### config.mk
export PLATFORM = sky130hd
export DESIGN_NAME = imem_loader
export DESIGN_NICKNAME = d
export VERILOG_FILES = /design/src/rtl/imem_loader_pkg.sv /design/src/rtl/imem_loader_byte_packer.sv /design/src/rtl/imem_loader.sv
export SDC_FILE = /design/constraint.sdc
export NUM_CORES = 1
export LEC_CHECK = 0
export ABC_AREA = 0
export CORE_ASPECT_RATIO = 0.5
export CORE_MARGIN = 1
export CORE_UTILIZATION = 50
export DETAILED_ROUTE_END_ITERATION = 8
export HOLD_SLACK_MARGIN = 0.03
export PLACE_DENSITY = 0.81
export SYNTH_ARGS = -nofsm -noshare
export SYNTH_HDL_FRONTEND = slang
export SYNTH_HIERARCHICAL = 1
export SYNTH_SLANG_ARGS = --single-unit
### constraint.sdc
create_clock -name clk -period 2.78 [get_ports clk]
set_input_delay 0.834 -clock clk [delete_from_list [all_inputs] [get_ports clk]]
set_output_delay 0.834 -clock clk [all_outputs]
set_load 0.02 [all_outputs]
### src/rtl/imem_loader_pkg.sv
// Shared definitions for the instruction-memory loader: widths and FSM state encodings.
// The CSUM state exists only when IMEM_LOADER_CHECKSUM_EN is defined.
package imem_loader_pkg;
   localparam int BYTE_W      = 8;
   localparam int WORD_W      = 32;
   localparam int LEN_W       = 16;
   localparam int IMEM_ADDR_W = 8;

   typedef enum logic [2:0] {
      ST_IDLE   = 3'd0,
      ST_LEN_HI = 3'd1,
      ST_LEN_LO = 3'd2,
      ST_DATA   = 3'd3,
`ifdef IMEM_LOADER_CHECKSUM_EN
      ST_CSUM   = 3'd4,
`endif
      ST_DONE   = 3'd5,
      ST_ERR    = 3'd6
   } state_t;
endpackage

### src/rtl/imem_loader_byte_packer.sv
// Shifts accepted bytes in MSB-first; word_done marks the 4th byte, with the
// completed word (including that byte) presented combinationally on word.
module imem_loader_byte_packer
   import imem_loader_pkg::*;
(
   input  logic              clk,
   input  logic              rst,
   input  logic              clr,
   input  logic              en,
   input  logic [BYTE_W-1:0] byte_in,
   output logic              word_done,
   output logic [WORD_W-1:0] word
);
   logic [WORD_W-BYTE_W-1:0] shift_q;
   logic [1:0]               idx_q;

   always_ff @(posedge clk) begin
      if (rst || clr) begin
         shift_q <= '0;
         idx_q   <= '0;
      end else if (en) begin
         shift_q <= {shift_q[WORD_W-2*BYTE_W-1:0], byte_in};
         idx_q   <= idx_q + 2'd1;
      end
   end

   assign word_done = en && (idx_q == 2'd3);
   assign word      = {shift_q, byte_in};
endmodule

### src/rtl/imem_loader.sv
// Instruction-memory loader: length-prefixed byte stream -> word writes; holds cpu_ce low until loaded.
// Define IMEM_LOADER_CHECKSUM_EN to require a trailing mod-256 checksum byte after the data.
//   state  | meaning
//   IDLE   | waiting for start
//   LEN_HI | expecting word-count high byte
//   LEN_LO | expecting word-count low byte, range check
//   DATA   | packing bytes, writing words
//   CSUM   | expecting checksum byte (checksum build only)
//   DONE   | image loaded, CPU enabled from the next cycle
//   ERR    | load rejected, CPU held
module imem_loader
   import imem_loader_pkg::*;
#(
   parameter int ADDR_W    = IMEM_ADDR_W,
   parameter int MAX_WORDS = 256
) (
   input  logic              clk,
   input  logic              rst,
   input  logic              start,
   input  logic [BYTE_W-1:0] rx_data,
   input  logic              rx_valid,
   output logic              rx_ready,
   output logic              imem_we,
   output logic [ADDR_W-1:0] imem_waddr,
   output logic [WORD_W-1:0] imem_wdata,
   output logic              cpu_ce,
   output logic              busy,
   output logic              done,
   output logic              err
);
   state_t              state_q, state_d, data_end_st;
   logic                accept, in_data, pack_en, word_done, last_word, start_go;
   logic [WORD_W-1:0]   packed_word;
   logic [BYTE_W-1:0]   len_hi_q;
   logic [LEN_W-1:0]    len_w, words_left_q;
   logic [ADDR_W-1:0]   next_addr_q;

   assign accept    = rx_valid && rx_ready;
   assign in_data   = (state_q == ST_DATA);
   assign pack_en   = accept && in_data;
   assign len_w     = {len_hi_q, rx_data};
   assign last_word = word_done && (words_left_q == LEN_W'(1));
   assign start_go  = (state_d == ST_LEN_HI) && (state_q != ST_LEN_HI);

   imem_loader_byte_packer u_packer (
      .clk       (clk),
      .rst       (rst),
      .clr       (!in_data),
      .en        (pack_en),
      .byte_in   (rx_data),
      .word_done (word_done),
      .word      (packed_word)
   );

`ifdef IMEM_LOADER_CHECKSUM_EN
   logic [BYTE_W-1:0] sum_q;
   logic              csum_ok;

   assign data_end_st = ST_CSUM;
   assign csum_ok     = (BYTE_W'(sum_q + rx_data) == '0);

   always_ff @(posedge clk) begin
      if (rst || start_go) sum_q <= '0;
      else if (pack_en)    sum_q <= sum_q + rx_data;
   end
`else
   assign data_end_st = ST_DONE;
`endif

   always_ff @(posedge clk) begin
      if (rst) state_q <= ST_IDLE;
      else     state_q <= state_d;
   end

   always_comb begin
      state_d = state_q;
      case (state_q)
         ST_IDLE, ST_DONE, ST_ERR: if (start) state_d = ST_LEN_HI;
         ST_LEN_HI: if (accept) state_d = ST_LEN_LO;
         ST_LEN_LO: begin
            if (accept) begin
               if (len_w == '0)                     state_d = data_end_st;
               else if (len_w > LEN_W'(MAX_WORDS))  state_d = ST_ERR;
               else                                 state_d = ST_DATA;
            end
         end
         ST_DATA: if (last_word) state_d = data_end_st;
`ifdef IMEM_LOADER_CHECKSUM_EN
         ST_CSUM: if (accept) state_d = csum_ok ? ST_DONE : ST_ERR;
`endif
         default: state_d = ST_IDLE;
      endcase
   end

   always_comb begin
      busy = 1'b0;
      case (state_q)
         ST_LEN_HI, ST_LEN_LO, ST_DATA: busy = 1'b1;
`ifdef IMEM_LOADER_CHECKSUM_EN
         ST_CSUM: busy = 1'b1;
`endif
         default: busy = 1'b0;
      endcase
      rx_ready = busy;
   end

   // Status flags follow the next state so done/err rise with DONE/ERR entry; cpu_ce lags one cycle.
   always_ff @(posedge clk) begin
      if (rst) begin
         imem_we      <= 1'b0;
         imem_waddr   <= '0;
         imem_wdata   <= '0;
         next_addr_q  <= '0;
         words_left_q <= '0;
         len_hi_q     <= '0;
         cpu_ce       <= 1'b0;
         done         <= 1'b0;
         err          <= 1'b0;
      end else begin
         imem_we <= word_done;
         done    <= (state_d == ST_DONE);
         err     <= (state_d == ST_ERR);
         cpu_ce  <= (state_q == ST_DONE) && (state_d == ST_DONE);
         if (start_go)
            next_addr_q <= '0;
         if (accept && (state_q == ST_LEN_HI))
            len_hi_q <= rx_data;
         if (accept && (state_q == ST_LEN_LO))
            words_left_q <= len_w;
         if (word_done) begin
            imem_waddr   <= next_addr_q;
            imem_wdata   <= packed_word;
            next_addr_q  <= next_addr_q + ADDR_W'(1);
            words_left_q <= words_left_q - LEN_W'(1);
         end
      end
   end
endmodule
* After elaboration in Yosys (flattened, before gate mapping)
Index checks and enable logic that the tools add are counted.
Operators by class: muxes and demuxes 12, eq/ne operators 11, reductions and logical operators 16, order comparisons 1, $add $sub $neg 3
Operator list (number):
- two-way mux 16 bit | 2
- two-way mux 3 bit | 6
- == test 16 x 1 -> 1 bit (second input constant) | 1
- > comparator 16 x 9 -> 1 bit (second input constant) | 1
- zero test 16 bit | 1
- two-way mux 8 bit | 2
- subtractor 16 x 1 -> 16 bit (second input constant) | 1
- == test 3 bit (second input constant) | 4
- case mux 3 bit (4 select lines) | 1
- adder 8 x 1 -> 8 bit (second input constant) | 1
- logical AND 1 bit | 8
- == test 3 x 1 -> 1 bit (second input constant) | 2
- == test 3 x 2 -> 1 bit (second input constant) | 2
- OR reduction 3 bit | 2
- nonzero test 2 bit | 2
- zero test 3 bit | 1
- != test 3 x 1 -> 1 bit (second input constant) | 1
- adder 2 x 1 -> 2 bit (second input constant) | 1
- == test 2 bit (second input constant) | 1
- zero test 1 bit | 1
- logical OR 1 bit | 1
- two-way mux 1 bit | 1
Word-level totals: word-level logic and storage cells 55, register bits after elaboration 105, output and inout bits 46, bits of input ports 12

* Logic depth before layout (Yosys ltp)
Gate-level depths: netlist of run 1.
depth in word-level cells 13, mapped depth 12, depth with buffers taken out 9

* Modules after synthesis
Netlist of run 1, hierarchy kept.
By module, submodules not included:
- imem_loader | sequential area each 1581.5 µm², area an instance 3637.2 µm², times used 1, cells each 395
- imem_loader_byte_packer | sequential area each 520.5 µm², area an instance 1039.7 µm², times used 1, cells each 95

* Least setup slack after synthesis of run 1
OpenSTA, ideal clock, no wires.
path type input to register, from input rx_valid, to register imem_wdata[16], stages on the path 10, setup time 0.128 ns, data arrival time 2.669 ns, required time 2.652 ns, path slack -0.017 ns, cell sequence inv_1 > nor2_1 > buf_6 > buf_6 > and2_1 > clkbuf_1 > buf_2 > buf_1 > mux2i_1 > nor2_1
On the way: longest elaborated chain between the ends 3
Ends and longest elaborated chain:
- from (decl) | RTL line imem_loader.sv:21 | input logic rx_valid,
- logical AND 1 bit | RTL line imem_loader.sv:38 | assign accept = rx_valid && rx_ready;
- logical AND 1 bit | RTL line imem_loader.sv:40 | assign pack_en = accept && in_data;
- via pack_en | RTL line imem_loader.sv:32 | logic accept, in_data, pack_en, word_done, last_word, start_go;
- logical AND 1 bit | RTL line imem_loader_byte_packer.sv:27 | assign word_done = en && (idx_q == 2'd3);
- via word_done | RTL line imem_loader.sv:32
- to (signal assigned) | RTL line imem_loader.sv:132 | imem_wdata <= packed_word;
- to (decl) | RTL line imem_loader.sv:25 | output logic [WORD_W-1:0] imem_wdata,
The timed path passes the listed nets, and every way through them passes these cells. A chain may end at the register's enable or synchronous reset.

* Worst setup path after layout of run 1
from input rx_data[7], to register next_addr_q[7]
On the way: longest elaborated chain between the ends 8, elaborated cells between the ends (all ways) 9, classes of those cells 1 x order compare; 1 x eq/ne; 4 x mux; 3 x reduce/logical
Ends and longest elaborated chain:
- from (decl) | RTL line imem_loader.sv:20 | input logic [BYTE_W-1:0] rx_data,
- > comparator 16 x 9 -> 1 bit | RTL line imem_loader.sv:83 | else if (len_w > LEN_W'(MAX_WORDS)) state_d = ST_ERR;
- two-way mux 3 bit | RTL line imem_loader.sv:83
- two-way mux 3 bit * | RTL line imem_loader.sv:82 | if (len_w == '0) state_d = data_end_st;
- two-way mux 3 bit * | RTL line imem_loader.sv:81 | if (accept) begin
- case mux 3 bit (4 select lines) * | RTL line imem_loader.sv:77 | case (state_q)
- == test 3 x 1 -> 1 bit * | RTL line imem_loader.sv:43 | assign start_go = (state_d == ST_LEN_HI) && (state_q != ST_LEN_HI);
- logical AND 1 bit * | RTL line imem_loader.sv:43
- nonzero test 2 bit (no line) *
- to (signal assigned) | RTL line imem_loader.sv:133 | next_addr_q <= next_addr_q + ADDR_W'(1);
- to (decl) | RTL line imem_loader.sv:36 | logic [ADDR_W-1:0] next_addr_q;
Every way passes the cells marked *; elsewhere a longest branch is shown, timed or not.

==> summary.md, run 1 <==
| Metric | Value |
|---|---|
| Post-route setup TNS | `0 ns` |
| Vias in the first global route | `3451` |
| Half-perimeter wire length after placement | `7070 µm` |
| Yosys cell types | `61` |
| Vias per inst | `5.51` |
| Worst EP required | `3.03 ns` |
| Hold Violations, Final | `0` |
| Antenna-violating nets left | `0` |
| Worst Tran Pin Value | `0.493 ns` |
| Grt ovf | `0` |
| PD cells | `548 nW/µm²` |
| TritonCTS clock tree | `yes` |
| Drt total wl | `10400 µm` |
| Final period util | `98.6%` |
| Chip width | `139 µm` |
| Failing checks | `design-rule violations` |
| Area Growth Syn to Fin | `22.8%` |
| Final setup fails | `0` |
| # clock sinks | `105` |
| Net Count, Synth | `506` |
| Synthesized flop and latch total | `105` |
| Clk_lat worst skew | `0.35 ns` |
| Post-synth EDFFs | `0` |
| Max-slew violations | `0` |
| Fillers | `733` |
| Fin util | `64.6%` |
| Dpl cell area | `5390 µm²` |
| Proportion of layout cells with a drive suffix above 1 | `13.1%` |
| Reg clk slew, reported paths | `0.08 ns` |
| Initial antenna violation count | `0` |
| Largest net degree at the start of global routing | `48` |
| Total power draw | `3.15 mW` |
| DR vias | `3726` |
| DRC viols | `4` |
| Non-filler instance count after layout | `676` |
| Final worst setup slack | `0.0395 ns` |
| Kind of critical path | `in -> reg` |
| PortBufs | `57` |
| H-tree depth | `3` |
| Clk_skew | `0.0107 ns` |
| Main synth FF type | `dfxtp_1` |
| First-pass GRT wire length | `16800 µm` |
| Critical Path AT | `2.99 ns` |
| Seq/Total Area, Yosys | `44.9%` |
| Fmax | `365 MHz` |
| Ant diodes | `0` |
| Crit start category | `input pin` |
| CTS Buf Count | `9` |
| Placed cells | `656` |
| Final instance area | `5740 µm²` |
| Clock Tree Root | `clkbuf_16` |
| Worst slack at placement | `-0.342 ns` |
| Final net count | `570` |
| DRT Pass-1 Iters | `7` |
| Ys Warns | `6` |
| Initial DRC Count | `255` |
| CORE AREA | `8890 µm²` |
| Post-Syn Area | `4680 µm²` |
| Max Cap Viol | `0` |
| Static leakage | `2.00 nW` |
| Mapped Cells | `490` |
| Status | `finished, violations left` |
| Initial Utilization | `52.6%` |
| Crit end category | `register` |
| Worst-path fanout max | `4` |
| Chip Height | `70.4 µm` |
| Min-delay worst type | `reg -> reg` |
| Unrepaired setup endpoints after global routing | `false` |
| # IOs | `58` |
| Clock buffer depth | `2` |
| Most frequent cells in the layout | `dfxtp_1, nor2_1, mux2i_1, clkdlybuf4s50_1, nand2_1` |
| Peak VDD IR | `0.000353 V` |
| Ys async rst share | `0%` |
| DR WL/cell | `15.4 µm` |
| RePlAce Congestion | `0.821` |
| Commonest non-fill, non-tap cell in the layout | `dfxtp_1` |
| Overall Global Routing Usage | `21.6%` |
| Synth Area per Inst | `9.54 µm²` |
| Cell Rows | `24` |
| WHS | `0.482 ns` |
| Final min period | `2.74 ns` |
| Post-CTS Hold Fix Bufs | `0` |
| Rel. slew slack | `67.0%` |
| Die Area | `9770 µm²` |
-- cell families after synthesis --
| kind of cell | Yosys count | share of synthesized area (%) |
|---|---|---|
| adder cells (fa/ha/maj) | 4 | 1.07 |
| buffers and inverters | 44 | 5.75 |
| AND/OR/NAND/NOR | 189 | 19.9 |
| XOR/XNOR | 15 | 2.81 |
| AO/OA/AOI/OAI | 68 | 11.6 |
| multiplexers | 65 | 13.9 |
| flip-flops | 105 | 44.9 |
-- path summary, 6_finish.rpt --
kind | cells after the start | slack (ns) | end | start
worst max-delay path | 7 | 0.04 | next_addr_q[7]$_SDFFE_PP0P_ | rx_data[7]
worst max register to register | 10 | 0.22 | next_addr_q[7]$_SDFFE_PP0P_ | state_q[0]$_SDFF_PP0_
worst min-delay path | 2 | 0.48 | len_hi_q[5]$_SDFFE_PP0P_ | len_hi_q[5]$_SDFFE_PP0P_
worst min register to register | 2 | 0.48 | len_hi_q[5]$_SDFFE_PP0P_ | len_hi_q[5]$_SDFFE_PP0P_
-- Yosys cell counts, types with 5 or more instances --
cell | number | area [µm²]
a211oi_1 | 7 | 52.6
a21oi_1 | 20 | 100
a221o_1 | 6 | 60.1
and3_1 | 9 | 56.3
buf_2 | 8 | 40.0
buf_4 | 9 | 67.6
buf_6 | 5 | 56.3
clkbuf_1 | 11 | 41.3
dfxtp_1 | 105 | 2100
inv_1 | 5 | 18.8
mux2i_1 | 65 | 651
nand2_1 | 36 | 135
nand3_1 | 11 | 55.1
nor2_1 | 90 | 338
nor3_1 | 5 | 25.0
nor3b_1 | 8 | 60.1
o21a_1 | 8 | 60.1
xnor2_1 | 6 | 52.6
xor2_1 | 9 | 78.8
-- worst max-delay path, stage by stage --
cell,delay (ns)
clkdlybuf4s50_1,0.46
or4_1,0.65
o21ai_2,0.22
and3_1,0.24
o211ai_4,0.10
clkbuf_2,0.16
a221o_1,0.31
-- metal layers --
layer	vias to the layer above	part of all wire (%)	track usage [%]
met5	-	0	0
met4	0	0.98	7.04
met3	10	5.8	5.56
met2	105	46	34.7
met1	1784	47	28.5
li1	1827	-	-
-- state kept, by name (all words and copies together), names as in the netlist, 2 cells and up --
signal	count
u_packer/idx_q	2
words_left_q	16
imem_waddr	8
state_q	3
next_addr_q	8
u_packer/shift_q	24
imem_wdata	32
len_hi_q	8
-- report_power, final --
part           total [mW]  internal [mW]  switching [mW]
clock                1.30          0.656           0.645
sequential           1.54           1.52          0.0213
combinational       0.309          0.140           0.169
-- area by class of cell --
type,instances,area (µm²),area share [%]
Tap cell,117,146,2.55
Multi-Input combinational cell,341,2320,40.4
Clock buffer,9,225,3.92
Clock inverter,7,83.8,1.46
Sequential cell,105,2100,36.6
Inverter,7,26.3,0.457
Timing Repair Buffer,90,838,14.6
-- repair_timing --
item,CTS,global route
endpoints found under the setup margin,0,9
setup buffers,0,4
gates resized for setup,0,2
No activity file was read; power rests on OpenSTA's default activity.
==> run 2, diff against run 1 <==
CORE_MARGIN = default   (was 1)
==> results of run 2 <==
Final layout, timing and power as in run 1 (identical DEF).
==> run 3, diff against run 2 <==
CAP_MARGIN = 20   (was default)
==> results of run 3 <==
Final layout, timing and power as in run 1 (identical DEF).
